$ cat src/rtl/bcd_pkg.sv
// bcd_pkg: shared constants and state encoding for the sequential binary-to-BCD converter.
package bcd_pkg;
  localparam int DIGIT_W = 4;
  localparam logic [DIGIT_W-1:0] ADJ_THRESH = 4'd5;
  localparam logic [DIGIT_W-1:0] ADJ_ADD = 4'd3;
  typedef enum logic [1:0] {ST_IDLE, ST_CONV, ST_DONE} state_t;
endpackage

$ cat src/rtl/bin2bcd_seq_if.sv
// bin2bcd_seq_if: input/output valid-ready handshake bundle of the converter.
interface bin2bcd_seq_if
  import bcd_pkg::*;
#(
  parameter int BIN_W = 16,
  parameter int DIGITS = 5
);
  logic in_valid;
  logic in_ready;
  logic [BIN_W-1:0] binary_in;
  logic out_valid;
  logic out_ready;
  logic [DIGIT_W*DIGITS-1:0] bcd_out;
  logic overflow;
  logic busy;
  modport master (
    output in_valid, binary_in, out_ready,
    input in_ready, out_valid, bcd_out, overflow, busy
  );
  modport slave (
    input in_valid, binary_in, out_ready,
    output in_ready, out_valid, bcd_out, overflow, busy
  );
endinterface

$ cat src/rtl/bcd_digit_adj.sv
// bcd_digit_adj: double-dabble cell, adds 3 to a BCD digit that is 5 or more.
module bcd_digit_adj
  import bcd_pkg::*;
(
  input  logic [DIGIT_W-1:0] d,
  output logic [DIGIT_W-1:0] q
);
  always_comb q = (d >= ADJ_THRESH) ? d + ADJ_ADD : d;
endmodule

$ cat src/rtl/bin2bcd_seq.sv
// bin2bcd_seq: iterative double-dabble converter, one shift/adjust step per clock,
// valid/ready on both sides with back-to-back accept from DONE.
module bin2bcd_seq
  import bcd_pkg::*;
#(
  parameter int BIN_W = 16,
  parameter int DIGITS = 5
) (
  input logic clk,
  input logic rst_n,
  bin2bcd_seq_if.slave io
);
  localparam int BW = DIGIT_W * DIGITS;
  localparam int CW = $clog2(BIN_W + 1);
  state_t state_q, state_d;
  logic [CW-1:0] cnt_q, cnt_d;
  logic [BIN_W-1:0] bin_q, bin_d;
  logic [BW-1:0] bcd_q, bcd_d, adj;
  logic ovf_q, ovf_d;
  logic accept;
  for (genvar i = 0; i < DIGITS; i++) begin : g_adj
    bcd_digit_adj u_adj (.d(bcd_q[i*DIGIT_W +: DIGIT_W]), .q(adj[i*DIGIT_W +: DIGIT_W]));
  end
  assign io.in_ready = (state_q == ST_IDLE) || (state_q == ST_DONE && io.out_ready);
  assign io.out_valid = state_q == ST_DONE;
  assign io.busy = state_q == ST_CONV;
  assign io.bcd_out = bcd_q;
  assign io.overflow = ovf_q;
  assign accept = io.in_valid && io.in_ready;
  always_comb begin
    state_d = state_q;
    cnt_d = cnt_q;
    bin_d = bin_q;
    bcd_d = bcd_q;
    ovf_d = ovf_q;
    if (accept) begin
      state_d = ST_CONV;
      cnt_d = CW'(BIN_W);
      bin_d = io.binary_in;
      bcd_d = '0;
      ovf_d = 1'b0;
    end else if (state_q == ST_CONV) begin
      // a carry out of the top digit means the value no longer fits in DIGITS
      bcd_d = {adj[BW-2:0], bin_q[BIN_W-1]};
      bin_d = bin_q << 1;
      ovf_d = ovf_q | adj[BW-1];
      cnt_d = cnt_q - CW'(1);
      state_d = (cnt_q == CW'(1)) ? ST_DONE : ST_CONV;
    end else if (state_q == ST_DONE && io.out_ready) begin
      state_d = ST_IDLE;
    end
  end
  always_ff @(posedge clk or negedge rst_n) begin
    if (!rst_n) begin
      state_q <= ST_IDLE;
      cnt_q <= '0;
      bin_q <= '0;
      bcd_q <= '0;
      ovf_q <= 1'b0;
    end else begin
      state_q <= state_d;
      cnt_q <= cnt_d;
      bin_q <= bin_d;
      bcd_q <= bcd_d;
      ovf_q <= ovf_d;
    end
  end
endmodule
$ cat src/flat_wrapper.sv
// flat-port wrapper written by rule: the top's interface ports become plain ports
module bin2bcd_seq_flat import bcd_pkg::*;
#(
  parameter int BIN_W = 16,
  parameter int DIGITS = 5
)
  (clk, rst_n, io_in_valid, io_binary_in, io_out_ready, io_in_ready, io_out_valid, io_bcd_out, io_overflow, io_busy);
  bin2bcd_seq_if #(.BIN_W(BIN_W), .DIGITS(DIGITS)) io_i ();
  input logic clk;
  input logic rst_n;
  input wire logic [$bits(io_i.in_valid)-1:0] io_in_valid;
  input wire logic [$bits(io_i.binary_in)-1:0] io_binary_in;
  input wire logic [$bits(io_i.out_ready)-1:0] io_out_ready;
  output wire logic [$bits(io_i.in_ready)-1:0] io_in_ready;
  output wire logic [$bits(io_i.out_valid)-1:0] io_out_valid;
  output wire logic [$bits(io_i.bcd_out)-1:0] io_bcd_out;
  output wire logic [$bits(io_i.overflow)-1:0] io_overflow;
  output wire logic [$bits(io_i.busy)-1:0] io_busy;
  assign io_i.in_valid = io_in_valid;
  assign io_i.binary_in = io_binary_in;
  assign io_i.out_ready = io_out_ready;
  assign io_in_ready = io_i.in_ready;
  assign io_out_valid = io_i.out_valid;
  assign io_bcd_out = io_i.bcd_out;
  assign io_overflow = io_i.overflow;
  assign io_busy = io_i.busy;
  bin2bcd_seq #(.BIN_W(BIN_W), .DIGITS(DIGITS)) u_core (.clk(clk), .rst_n(rst_n), .io(io_i));
endmodule
$ cat config.mk
export PLATFORM = sky130hd
export DESIGN_NAME = bin2bcd_seq_flat
export DESIGN_NICKNAME = d
export VERILOG_FILES = /design/src/rtl/bcd_pkg.sv /design/src/rtl/bin2bcd_seq_if.sv /design/src/rtl/bcd_digit_adj.sv /design/src/rtl/bin2bcd_seq.sv /design/src/flat_wrapper.sv
export SDC_FILE = /design/constraint.sdc
export NUM_CORES = 1
export LEC_CHECK = 0
export CORE_MARGIN = 3
export CORE_UTILIZATION = 51
export DETAILED_ROUTE_END_ITERATION = 12
export PLACE_DENSITY_LB_ADDON = 0.1
export REMOVE_ABC_BUFFERS = 1
export SLEW_MARGIN = 10
export SYNTH_ARGS = -nofsm -noshare
export SYNTH_HDL_FRONTEND = slang
export SYNTH_SLANG_ARGS = --single-unit
$ cat constraint.sdc
create_clock -name clk -period 1.64 [get_ports clk]
set_input_delay 0.41 -clock clk [delete_from_list [all_inputs] [get_ports clk]]
set_output_delay 0.41 -clock clk [all_outputs]
set_load 0.05 [all_outputs]
==> metrics.txt, run 1 <==
Worst Setup SP u_core.state_q[1]$_DFFE_PN0P_; die area 5220 um2; Detail Placement HPWL 3220 um; first-pass GRT wire length ~8500 um; Final period util 0.953; Port Buf Inserts between 40 and 50; CP Launch Type flip-flop; ranking of synthesized cells by area dfrtp_1, ha_1, nand2_1; clock transition at the registers of the reported paths roughly 0.080 ns; DIE WIDTH 72.3 um; initial DRC count 113; Main synth FF type dfrtp_1; vias in the first global route 1749; CTS sink count 44; Detailed Route WL 5090 um; layout cells sized above 1 0.251; Final Hold Vio Count 0; Initial Util 0.544; core box area 4120 um2; Synth Instances roughly 210; sw power between 0.0003 and 0.0004 W; antenna viol nets, final 0; area share of the leading cell type in the synthesized netlist 0.492; setup violators final 0; Flop pwr share 0.582; pin count of the biggest net entering global routing 45; max_cap viols 0; Synth async-reset ratio 1.00; dpl cells 308; GRT overflow 0; Synthesis Warnings 0; clk root buf clkbuf_8; CP max FO 3; Inserted Diodes 0; Final min period 1.56 ns; CTS Buffer Depth 2; routed wl met3 246 um; HP Class in -> async; Nets just over 300; # fillers 259; drt first pass iters 5; non-filler instance count after layout about 320; Worst-Skew Late Latency 0.30 ns; fmax roughly 640 MHz; status complete, no violations; vias 1819; Rows 23; H-Tree Depth 2; Place WS -0.206 ns; EDFF count, synth 0; Worst Path Required 1.23 ns; combinational power share 0.040; RR Startpoint u_core.io.bcd_out[1]$_DFFE_PN0P_; Num CTS Buffers 5; worst vdd rail ir drop 0.499 mV; most frequent cells after synthesis dfrtp_1, nand2_1, inv_1; IO Count 44; Slew HR 0.662; Setup Skew ~0.0038 ns; register bit count reported by yosys 44; PD cells about 580 nW/um2; Area Overhead vs Synth 44.5%; Sw Share 0.210; clock share of power 0.378; M1 WL 2190 um; internal power 0.00147 W; WL/cell 15.9 um; Via density 5.67; Tightest Pin Transition 0.507 ns; DR DRC count 0; Final Max Slew Viols 0; critical path endpoint category output pin; mean post-synth cell area 10.6 um2; Final Worst Setup Slack 0.0773 ns; CTS tree yes; Yosys cell types 31; Tot GR Track Use 0.209; largest area contributor in the netlist dfrtp_1; DR top layer met4; CP arrival 1.15 ns; met2 wire length 2610 um; part of the Yosys area used for sequential elements 0.492; RD Place Congestion approximately 0.74; Leak 1.56 nW; initial antenna violation count 0; Synth Cell Area 2240 um2; fin util 0.786; RSZ-0062 raised after global routing true; die height 72.3 um; Crit Path Class reg -> out; most frequent cell after synthesis dfrtp_1
critical path: stages, from the launching register on:
cell	delay (ns)
dfrtp_1	0.40
nand2b_4	0.15
inv_2	0.07
buf_12	0.11
buf_12	0.12
power groups by stage:
| stage | Sequential (W) | Combinational, W | Clock, W |
|---|---|---|---|
| finish | 0.00108 | 0.0000744 | 0.000705 |
| global route | 0.00108 | 0.0000814 | 0.000766 |
| CTS | 0.00108 | 0.0000764 | 0.000711 |
| detailed placement | 0.00111 | 0.0000772 | 0 |
| global placement | 0.00111 | 0.0000769 | 0 |
| floorplan | 0.00111 | 0.000000522 | 0 |
layout by cell type, fill, tap and decap left out, types with 2 or more instances in the layout:
master            n
a21oi_2           3
a21oi_4           2
a22o_1            5
a22oi_1          14
a32o_1            5
buf_12           27
buf_4            14
clkbuf_1          2
clkbuf_8          6
clkdlybuf4s50_1  17
dfrtp_1          43
ha_1              9
ha_2              3
inv_1            13
inv_2             3
mux2i_1           6
nand2_1          35
nand2b_1          7
nor2_1            4
o21ai_0           8
o22ai_1           8
o31ai_1           4
o31ai_2           2
o32ai_1           5
xnor2_1           6
xor2_1            7
path summary, 6_finish.rpt:
| path | end | slack (ns) | cells after the start |
|---|---|---|---|
| setup / recovery | io_busy | 0.08 | 4 |
| hold / removal | u_core.io.bcd_out[17]$_DFFE_PN0P_ | 0.08 | 2 |
| setup reg to reg | u_core.io.bcd_out[2]$_DFFE_PN0P_ | 0.10 | 6 |
| hold reg to reg | u_core.bin_q[10]$_DFFE_PN0P_ | 0.48 | 2 |
| max in group asynchronous | u_core.state_q[0]$_DFFE_PN0P_ | 1.33 | 2 |
| min in group clk | u_core.bin_q[10]$_DFFE_PN0P_ | 0.48 | 2 |
repair_timing:
action | 4_1_cts | 5_1_grt
pin swaps | 0 | 1
setup endpoints to repair | 2 | 13
setup buffers | 2 | 2
gates cloned | 1 | 0
resized for setup | 2 | 14
hold buffers | 0 | 0
through the flow:
step | cell area (um2) | hold slack [ns] | total power, W | TNS (ns)
floorplan | 2170 | 0.114 | 0.00111 | -6.71
global placement | 3040 | 0.403 | 0.00118 | -4.61
detailed placement | 3040 | 0.417 | 0.00118 | -4.97
CTS | 3170 | 0.0975 | 0.00187 | 0
global route | 3230 | 0.100 | 0.00193 | -0.0175
finish | 3230 | 0.0831 | 0.00186 | 0
per-layer routing:
layer | up-vias | global-route usage
met3 | 4 | 0.0485
li1 | 864 | -
met4 | 0 | 0.0480
met2 | 52 | 0.345
met1 | 899 | 0.282
met5 | - | 0
cells by family (layout without fill, tap and decap cells):
logic type	count (synthesis)	in the layout	synth area share
compound gates	60	60	0.199
xor+xnor	13	13	0.0509
fa+ha+maj	12	12	0.0671
buf+inv	26	85	0.0565
flops	44	44	0.492
mux	6	6	0.0268
simple gates	51	51	0.108
state kept, by name, summed over array words and instances, names as in the netlist:
signal	flops
u_core.io.bcd_out	20
u_core.bin_q	16
u_core.cnt_q	5
u_core.state_q	2
u_core.io.overflow	1
layout make-up:
cell class              count  area, um2  area share
clock buffers               8       90.1      0.0279
repair buffers             61        862       0.267
multi-input cells         142       1060       0.327
flip-flops and latches     44       1100       0.341
inverters                  16       60.1      0.0186
well taps                  50       62.6      0.0193
(Power assumes the default switching activity.)
==> run 2: changes to the inputs <==
Settings changed: CORE_MARGIN 3 to 4.
==> metrics.txt, run 2 (same netlist as run 1, synthesis figures left out) <==
Inserted Diodes 0; # fillers 281; Crit Path Class reg -> out; RD Place Congestion 0.717; Detailed Route WL a little under 5000 um; critical path endpoint category output pin; CP arrival 1.18 ns; Final Worst Setup Slack 0.0511 ns; WL/cell 15.2 um; CTS tree yes; Detail Placement HPWL 3560 um; Tot GR Track Use 0.192; DIE WIDTH 74.3 um; Final Max Slew Viols 0; footprint of the multi-input gates 1030 um2; layout cells sized above 1 0.244; FF-to-FF path depth 6; Final min period ~1.6 ns; CP Launch Type flip-flop; IO Count 44; status complete, no violations; Area Overhead vs Synth 40.8%; Leak 1.53 nW; GRT overflow 0; commonest cells after routing, fill and taps aside dfrtp_1, nand2_1, buf_12; commonest non-fill, non-tap cell in the layout dfrtp_1; drt first pass iters 4; Place WS -0.186 ns; Tightest Pin Transition ~0.52 ns; total negative slack 0 ns; Via density 5.61; Port Buf Inserts between 40 and 50; CTS Buffer Depth 2; Final period util 0.969; worst vdd rail ir drop 0.424 mV; RSZ-0062 raised after global routing false; vias in the first global route 1767; max reg flops 20; DR DRC count 0; Initial Util 0.544; clk root buf clkbuf_8; Slew HR 0.651; first-pass GRT wire length 8210 um; postcts setup bufs 0; die height around 74 um; Setup Skew approximately 0.016 ns; fmax 629 MHz; Nets about 300; Critical Path End io_busy; flop2flop setup slack 0.12 ns; Worst-Skew Late Latency 0.30 ns; initial antenna violation count 0; RR Startpoint u_core.io.bcd_out[9]$_DFFE_PN0P_; CP max FO 5; vias around 1800; Register Area 1100 um2; initial DRC count 108; Worst Path Required 1.23 ns; clock transition at the registers of the reported paths roughly 0.1 ns; Worst Setup SP u_core.state_q[1]$_DFFE_PN0P_; PD cells 587 nW/um2; fin area around 3200 um2; CTS sink count 44; dpl cell area approximately 3000 um2; Final Hold Vio Count 0; Num CTS Buffers 5; H-Tree Depth 2; HP Class in -> async; max_cap viols 0; pin count of the biggest net entering global routing 30; core box area 4120 um2; die area between 5000 and 6000 um2; antenna viol nets, final 0; setup violators final 0; Worst R2R End u_core.io.bcd_out[10]$_DFFE_PN0P_; Rows 23
run 2: cell types whose count changed in the layout (fill, tap and decap cells not counted), sizes merged:
cell and change:
clkinv +1, bufbuf -1, clkinvlp +2, clkbuf -3
run 2: worst max-delay path: stages, from the launching register on:
cell	delay [ns]
dfrtp_1	0.41
nand2b_2	0.20
inv_2	0.13
buf_12	0.15
run 2: how the worst min path moves through the flow:
| stage | from | end | slack (ns) |
|---|---|---|---|
| 2_1_floorplan | rst_n | u_core.bin_q[0]$_DFFE_PN0P_ | 0.11 |
| 3_3_place_gp | rst_n | u_core.io.bcd_out[17]$_DFFE_PN0P_ | 0.35 |
| 3_5_place_dp | rst_n | u_core.io.bcd_out[17]$_DFFE_PN0P_ | 0.36 |
| 4_1_cts | rst_n | u_core.io.bcd_out[12]$_DFFE_PN0P_ | 0.04 |
| 5_1_grt | rst_n | u_core.io.bcd_out[13]$_DFFE_PN0P_ | 0.03 |
| 6_report | rst_n | u_core.io.bcd_out[12]$_DFFE_PN0P_ | 0.02 |
run 2: power breakdown:
group	leakage [nW]	switching (W)	internal, W
clock network	0.0404	0.000388	0.000302
registers	0.510	0	0.00108
logic	0.978	0.0000313	0.0000440
run 2: area by class of cell:
| class | count | area share |
|---|---|---|
| sequential | 44 | 0.350 |
| multi-input combinational | 142 | 0.327 |
| timing repair buffer | 60 | 0.255 |
| clock buffer | 5 | 0.0218 |
| tap | 50 | 0.0198 |
| inverter | 16 | 0.0191 |
| clock inverter | 3 | 0.00754 |
run 2: routing by layer:
layer / track usage / up-vias / share of wire
met2: 0.316 / 42 / 0.50
met5: 0 / - / 0
met1: 0.257 / 885 / 0.45
met3: 0.0432 / 4 / 0.044
met4: 0.0534 / 0 / 0.0078
li1: - / 865 / -
run 2: timing repair:
| action | 4_1_cts | 5_1_grt |
|---|---|---|
| endpoints found under the hold margin | 0 | 0 |
| pin swaps | 0 | 0 |
| gates resized for setup | 2 | 8 |
| setup endpoints to repair | 2 | 10 |
| hold buffers | 0 | 0 |
run 2: per-stage QoR:
step	hold WS, ns	cells	power (W)	utilization
after floorplan	0.114	202	0.00111	-
after global placement	0.354	312	0.00118	0.739
after detailed placement	0.362	312	0.00118	0.739
after CTS	0.0361	320	0.00187	0.761
after global routing	0.0336	320	0.00192	0.766
final	0.0225	320	0.00185	0.766
==> edit, RTL diff (config.mk and constraints of run 1) <==
Change the package constant `DIGIT_W` from 4 to 3.
--- a/src/rtl/bcd_pkg.sv
+++ b/src/rtl/bcd_pkg.sv
@@ -1,6 +1,6 @@
 // bcd_pkg: shared constants and state encoding for the sequential binary-to-BCD converter.
 package bcd_pkg;
-  localparam int DIGIT_W = 4;
+  localparam int DIGIT_W = 3;
   localparam logic [DIGIT_W-1:0] ADJ_THRESH = 4'd5;
   localparam logic [DIGIT_W-1:0] ADJ_ADD = 4'd3;
   typedef enum logic [1:0] {ST_IDLE, ST_CONV, ST_DONE} state_t;
Ports: changed (resized io_bcd_out); port bits go from 44 to 39. The function was not compared with the original's and may differ.
==> edit against run 1 <==
- the flow now finishes with violations (setup timing)
- sequential cell count is 5 lower
- critical path type unchanged
- clock skew is essentially flat
- wire length decreased by 11%
- synthesized area decreased by 7.5%
- setup slack worse by 87 ps
- non-clock buffer count is 8 lower
- count of clock-buffer cells in the layout shrank 1
- design area is 12% lower
Power is left out: it rests on default switching activity, and per cell area and clock period it moved more than threefold.
==> edit: results (changes against run 1) <==
{| class="wikitable"
! Metric !! Value
|-
| Routing usage on met2 || 0.3782 (+0.03339)
|-
| Area fraction of the dominant cell type after synthesis || 0.4713 (-0.02060)
|-
| Via total after detailed routing || 1680 (-7.6%)
|-
| Final antenna diode count || 0 (unchanged)
|-
| Largest net degree at the start of global routing || 25 (-44%)
|-
| Total number of nets in the final design || 272 (-9.9%)
|-
| Sequential share of the synthesized area || 0.4713 (-0.02060)
|-
| Final weighted congestion in routability-driven placement || 0.8126 (+9.7%)
|-
| CP max FO || 7 (+4)
|-
| Top post-synthesis cells by area || sky130_fd_sc_hd__dfrtp_1 (47%), sky130_fd_sc_hd__a221o_1 (7.3%), sky130_fd_sc_hd__ha_1 (7.3%), sky130_fd_sc_hd__and3_1 (4.5%), sky130_fd_sc_hd__o21ai_0 (2.9%)
|-
| Filler cell count || 255 (-1.5%)
|-
| Final worst-path setup slack || -9.549 ps (-86.87 ps)
|-
| Post-synth cell types || 39 (+26%)
|-
| Detailed-router iteration count before antenna repair || 4 (-1)
|-
| # port buffers || 38 (-12%)
|-
| Wire length of the first global-routing pass || 8066 um (-5.2%)
|-
| Layout cell share with drive strength beyond 1 || 0.2324 (-0.01856)
|-
| Global routing usage on met3 || 0.05072 (+0.002248)
|-
| Total track usage || 0.2060 (-0.003449)
|-
| Grt met1 use || 0.2393 (-0.04314)
|-
| Max reg flops || 16 (-20%)
|-
| Root Driver || sky130_fd_sc_hd__clkbuf_8
|-
| Violations in the final reports || setup timing
|-
| Number of routed nets with antenna violations || 0 (unchanged)
|-
| Worst setup slack after placement || -309.6 ps (-103.8 ps)
|-
| Post-synth top cells || sky130_fd_sc_hd__dfrtp_1 (39), sky130_fd_sc_hd__inv_1 (16), sky130_fd_sc_hd__a221o_1 (15), sky130_fd_sc_hd__and3_1 (15)
|-
| Top register by number of flip-flops || u_core.bin_q
|-
| Syn. warnings || 0 (unchanged)
|-
| Total negative slack for setup checks || -9.549 ps (-9.549 ps)
|-
| Clock slew at reported path FFs || 80 ps (about the same)
|-
| Wirelength per Cell || 15.75 um (-0.63%)
|-
| Final setup fails || 1 (+1)
|-
| Post-DP HPWL || 3233 um (+0.47%)
|-
| Maximum level of the CTS H-tree || 2 (unchanged)
|-
| Number of buffers added by the clock tree synthesis step || 5 (unchanged)
|-
| Final setup skew || 4.230 ps (+0.3973 ps)
|-
| Number of antenna violations at the first check in global routing || 0 (unchanged)
|-
| Status || finished, violations left
|-
| Buffer levels on the longest clock path || 2 (unchanged)
|-
| Starting DRC count in detailed routing || 81 (-28%)
|-
| Tightest Pin Transition || 489.3 ps (-17.70 ps)
|-
| Path class of the lowest-slack min-delay path || in2async
|-
| Via count of the first global-routing pass || 1759 (+0.57%)
|}
-- edit: cell types whose count changed in the layout (fill, tap and decap cells not counted), moves of 6 or more --
cell	delta
sky130_fd_sc_hd__and3_1	+15
sky130_fd_sc_hd__nand2b_1	-6
sky130_fd_sc_hd__xor2_1	-7
sky130_fd_sc_hd__a22oi_1	-14
sky130_fd_sc_hd__dfrtp_1	-7
sky130_fd_sc_hd__buf_12	-8
sky130_fd_sc_hd__a221o_1	+15
sky130_fd_sc_hd__nor3_1	+11
sky130_fd_sc_hd__nand2_1	-28
-- edit: path summary, 6_finish.rpt --
check,to,start,depth (start not counted),slack [ps]
min reg2reg,u_core.io.bcd_out[0],u_core.bin_q[15],2,500
max reg2reg,u_core.cnt_q[1],u_core.state_q[1],7,110
max,io_in_ready,u_core.state_q[1],3,-10
max in group asynchronous,u_core.state_q[0],rst_n,2,990
min in group clk,u_core.state_q[1],io_out_ready,2,450
min,u_core.io.bcd_out[9],rst_n,1,70
-- edit: what timing repair did --
| action | 4_1_cts | 5_1_grt |
|---|---|---|
| buffers inserted | 1 | 1 |
| pin swaps | 1 | 2 |
| endpoints found under the setup margin | 5 | 14 |
| gates cloned | 0 | 1 |
| gates resized for setup | 4 | 5 |
-- edit: metrics by stage --
step	cell area, um^2	cells	utilization
2_1_floorplan	1984	179	-
3_3_place_gp	2708	278	0.7128
3_5_place_dp	2708	278	0.7128
4_1_cts	2823	287	0.7431
5_1_grt	2855	289	0.7516
6_report	2855	289	0.7516
-- edit: final cells by class --
type                    instances  area, um^2  share of cell area
clock inverters                 1       7.507            0.002629
well taps                      48       60.06             0.02103
clock buffers                   7       96.34             0.03374
inverters                      17       71.32             0.02498
repair buffers                 53       676.9              0.2371
flip-flops and latches         39       979.7              0.3431
multi-input cells             124       963.4              0.3374
-- edit: metal layers --
layer	vias up	part of all wire
li1	809	-
met1	818	0.41
met2	45	0.53
met3	8	0.049
met4	0	0.013
met5	-	0
-- edit: worst max-delay path: stages, from the launching register on --
cell and delay [ps]:
sky130_fd_sc_hd__dfrtp_2 460, sky130_fd_sc_hd__and2b_1 210, sky130_fd_sc_hd__nor2_2 140, sky130_fd_sc_hd__buf_12 150
-- edit: kinds of logic (layout without fill, tap and decap cells) --
| family | Yosys count | count (layout) | share of synthesized area |
|---|---|---|---|
| AOI/OAI and AO/OA | 50 | 51 | 0.1903 |
| xor gates and xnor gates | 3 | 3 | 0.01269 |
| adders and majority gates | 12 | 12 | 0.07251 |
| buffers and inverters | 27 | 78 | 0.07371 |
| DFF | 39 | 39 | 0.4713 |
| muxes | 5 | 5 | 0.02477 |
| and+or+nand+nor | 53 | 53 | 0.1547 |
